==> config.mk <==
export PLATFORM = sky130hd
export DESIGN_NAME = mod_reg16_4to16
export DESIGN_NICKNAME = d
export VERILOG_FILES = /design/src/rtl/mod_reg16_4to16.sv
export SDC_FILE = /design/constraint.sdc
export NUM_CORES = 1
export LEC_CHECK = 0
export CORE_MARGIN = 8
export CORE_UTILIZATION = 51
export CTS_BUF_LIST = sky130_fd_sc_hd__clkbuf_2
export DETAILED_ROUTE_END_ITERATION = 6
export GPL_TIMING_DRIVEN = 0
export PLACE_DENSITY_LB_ADDON = 0.08
export SLEW_MARGIN = 0
export SYNTH_ARGS = -nofsm -noshare
export SYNTH_HDL_FRONTEND = slang
export SYNTH_SLANG_ARGS = --single-unit
==> constraint.sdc <==
create_clock -name clk -period 2.99 [get_ports clk]
set_clock_uncertainty 0.2 [all_clocks]
set_input_delay 0.598 -clock clk [delete_from_list [all_inputs] [get_ports clk]]
set_output_delay 0.598 -clock clk [all_outputs]
set_load 0.05 [all_outputs]
==> src/rtl/mod_reg16_4to16.sv <==
// Input-side block buffer: packs four 32-bit writes into a 16-byte block and
// holds it for the cipher datapath until rd_ack consumes it.
module mod_reg16_4to16 #(
  parameter int N     = 16,
  parameter int Nrows = 4
) (
  input  logic                     clk,
  input  logic                     resetn,
  input  logic [8*(N/Nrows)-1:0]   i,
  input  logic                     wr_en,
  input  logic                     rd_ack,
  input  logic                     clr,
  output logic [N-1:0][7:0]        o,
  output logic                     reg_full,
  output logic                     wr_ready,
  output logic                     busy,
  output logic                     ovf
);

  localparam int BPW = N / Nrows;
  localparam int W   = (Nrows > 1) ? $clog2(Nrows) : 1;
  localparam logic [W-1:0] LAST_SLOT = W'(Nrows - 1);

  logic [N-1:0][7:0] o_reg;
  logic [W-1:0]      n_wr_reg;
  logic              reg_full_reg;
  logic              ovf_reg;
  logic              accept;
  logic              consume;

  assign wr_ready = !reg_full_reg | rd_ack;
  assign accept   = wr_en & wr_ready;
  assign consume  = rd_ack & reg_full_reg;

  // Counter, full flag and sticky overflow; a write while full with no ack is dropped.
  always_ff @(posedge clk) begin
    if (!resetn) begin
      n_wr_reg     <= '0;
      reg_full_reg <= 1'b0;
      ovf_reg      <= 1'b0;
    end else if (clr) begin
      n_wr_reg     <= '0;
      reg_full_reg <= 1'b0;
      ovf_reg      <= 1'b0;
    end else begin
      if (accept) begin
        n_wr_reg <= (n_wr_reg == LAST_SLOT) ? '0 : n_wr_reg + 1'b1;
        if (n_wr_reg == LAST_SLOT)
          reg_full_reg <= 1'b1;
        else if (consume)
          reg_full_reg <= 1'b0;
      end else if (consume) begin
        reg_full_reg <= 1'b0;
      end
      if (wr_en && !wr_ready)
        ovf_reg <= 1'b1;
    end
  end

  // One register per block byte; byte gi belongs to word slot gi/BPW.
  generate
    for (genvar gi = 0; gi < N; gi++) begin : g_byte
      localparam logic [W-1:0] SLOT = W'(gi / BPW);
      localparam int           LANE = gi % BPW;
      always_ff @(posedge clk) begin
        if (!resetn || clr)
          o_reg[gi] <= 8'h00;
        else if (accept && n_wr_reg == SLOT)
          o_reg[gi] <= i[8*LANE +: 8];
      end
    end
  endgenerate

  assign o        = o_reg;
  assign reg_full = reg_full_reg;
  assign ovf      = ovf_reg;
  assign busy     = (n_wr_reg != '0) & !reg_full_reg;

endmodule

==> results.sh <==
export IMPL_fin_util_pct=72.4
export IMPL_cts_htree_levels=4
export IMPL_largest_reg_flops=128
export IMPL_clkSinkCount=132
export IMPL_ys_seq_area_share_pct=53.1
export IMPL_wire_per_inst_um=17.1
export IMPL_setup_ws_ps=238
export IMPL_relSlewSlack_pct=56.6
export IMPL_regArea_um2=2640
export IMPL_num_vias=3948
export IMPL_grt_busiest_layer="met2"
export IMPL_tightest_slew_ps=651
export IMPL_grtUsageMet3_pct=8.98
export IMPL_start_util_pct=51.6
export IMPL_finalCritPeriodShare_pct=92.0
export IMPL_cts_made_buffers=17
export IMPL_drtAntennaViolNets=0
export IMPL_worst_ep_required_time_ps=2190
export IMPL_path_max_fanout=10
export IMPL_gp_congestion=0.798
export IMPL_endpoint_kind="output port"
export IMPL_port_buffers=167
export IMPL_syn_to_final_growth_pct=40.2
export IMPL_p_leak_nw=3.25
export IMPL_cts_buffer_depth=2
export IMPL_layout_common_cells="clkdlybuf4s50_1, nand2_1, dfxtp_1, mux2i_1, clkbuf_2"
export IMPL_synth_area_um2=4980
export IMPL_multi_input_area_um2=2080
export IMPL_grtUsageTotal_pct=21.2
export IMPL_insertion_delay_ps=620
export IMPL_synth_edff_count=0
export IMPL_syn_avg_cell_area_um2=10.5
export IMPL_drv_cap=0
export IMPL_grt_pass1_wl_um=21500
export IMPL_critPathArrivalTime_ps=1950
export IMPL_min_period_ps=2750
export IMPL_clockRootBuffer="clkbuf_2"
export IMPL_grt_antenna_before_repair=0
export IMPL_p_per_area_nw_per_um2=426
export IMPL_final_nets=702
export IMPL_ys_ff_latch=132
export IMPL_max_freq_mhz=363
export IMPL_nFillCells=767
export IMPL_drive_gt1_share_pct=8.94
export IMPL_ir_drop_mv=0.236
export IMPL_grt_pass1_vias=4208
export IMPL_io_pins=169
export IMPL_setup_viol=0
export IMPL_worstHoldPathType="input port to flip-flop"
export IMPL_clkSlewWorstSetupHoldPaths_ps=150
export IMPL_status="completed"
export IMPL_fp_coreArea_um2=9640
export IMPL_place_hpwl_um=10500
export IMPL_final_hold_viol_count=0
export IMPL_layout_commonest_cell="clkdlybuf4s50_1"
export IMPL_die_area_um2=13200
export IMPL_rsz0062_at_grt="no"
export IMPL_grt_overflow=0
export IMPL_grtUsageMet2_pct=36.1
export IMPL_fin_cells=804
export IMPL_start_kind="input port"
export IMPL_die_x_um=115
export IMPL_die_h_um=115
export IMPL_critPathKind="input port to output port"
export IMPL_dp_cells=775
export IMPL_synth_ff_type="dfxtp_1"
export IMPL_reg2reg_setup_slack_ps=1400
export IMPL_syn_inst=475
export IMPL_row_count=36
export IMPL_holdBufCountCts=0
export IMPL_yosys_warnings=0
export IMPL_cts_tree="built"
export IMPL_grt_max_degree=17
export IMPL_antenna_diode_count=0
export IMPL_drt_vias_per_instance=4.91
export IMPL_cts_setup_buffers=0
export IMPL_syn_nets=516
export IMPL_drc=0
export IMPL_drt_total_wl_um=13800
export IMPL_ys_types=17
export IMPL_preCtsSetupSlack_ps=-31.8
export IMPL_drtIter0Drc=145
export IMPL_drt_pass1_iterations=4
export IMPL_ys_async_sr_fraction_pct=0
export IMPL_slew_violations=0
export IMPL_finalPower_mw=2.98
export IMPL_grt_use_met1_pct=23.2
## what timing repair did
item                       CTS  global route
resized for setup            2             2
gates cloned                 0             0
setup endpoints to repair    2             1
## area by class of cell
class / count / share of cell area, %
sequential: 132 / 37.9
multi-input combinational: 308 / 29.8
timing repair buffer: 167 / 23.9
buffer: 32 / 3.53
tap: 133 / 2.38
clock buffer: 21 / 1.51
clock inverter: 8 / 0.914
inverter: 3 / 0.161
## per-layer routing
| metal | wire length (µm) | up-vias |
|---|---|---|
| li1 | - | 1937 |
| met1 | 5670 | 1868 |
| met2 | 6680 | 124 |
| met3 | 1200 | 19 |
| met4 | 233 | 0 |
| met5 | 0 | - |
## cell families (layout without fill, tap and decap cells)
| group | count (synthesis) | in the layout | share of synthesized area [%] |
|---|---|---|---|
| mux | 128 | 128 | 25.7 |
| flops | 132 | 132 | 53.1 |
| fa+ha+maj | 4 | 4 | 1.01 |
| buf+inv | 35 | 231 | 5.18 |
| simple gates | 170 | 170 | 14.1 |
| compound gates | 6 | 6 | 0.930 |
## worst max-delay path, stage by stage
cell             delay [ps]
clkdlybuf4s50_1         490
nand2b_1                130
buf_6                   180
dlygate4sd2_1           550
## Yosys cell counts (3+ instances only)
cell type    n  area (µm²)
ha_1         4        50.1
clkbuf_1     3        11.3
buf_6       14         158
buf_2       14        70.1
mux2i_1    128        1280
inv_1        3        11.3
nand2_1    160         601
nor2_1       3        11.3
dfxtp_1    132        2640
nand3_4      4        70.1
## per-stage QoR
stage / TNS (ps) / cell area, µm² / hold WS [ps]
floorplan: 0 / 4980 / 396
global placement: -34.0 / 6820 / 244
detailed placement: -31.8 / 6820 / 251
CTS: 0 / 6980 / 148
global route: 0 / 6980 / 125
finish: 0 / 6980 / 204
## worst paths after layout
check	start	cells after the start	endpoint
max	rd_ack	4	wr_ready
min	wr_en	2	n_wr_reg[0]
max reg2reg	n_wr_reg[0]	5	o[15]
min reg2reg	o[98]	2	o[98]
## report_power, final
group / total, mW / switching [mW] / internal [mW]
Clock: 0.862 / 0.575 / 0.286
Sequential: 1.79 / 0.0112 / 1.78
Combinational: 0.322 / 0.195 / 0.127
Total: 2.98 / 0.782 / 2.19
(Power assumes the default switching activity.)
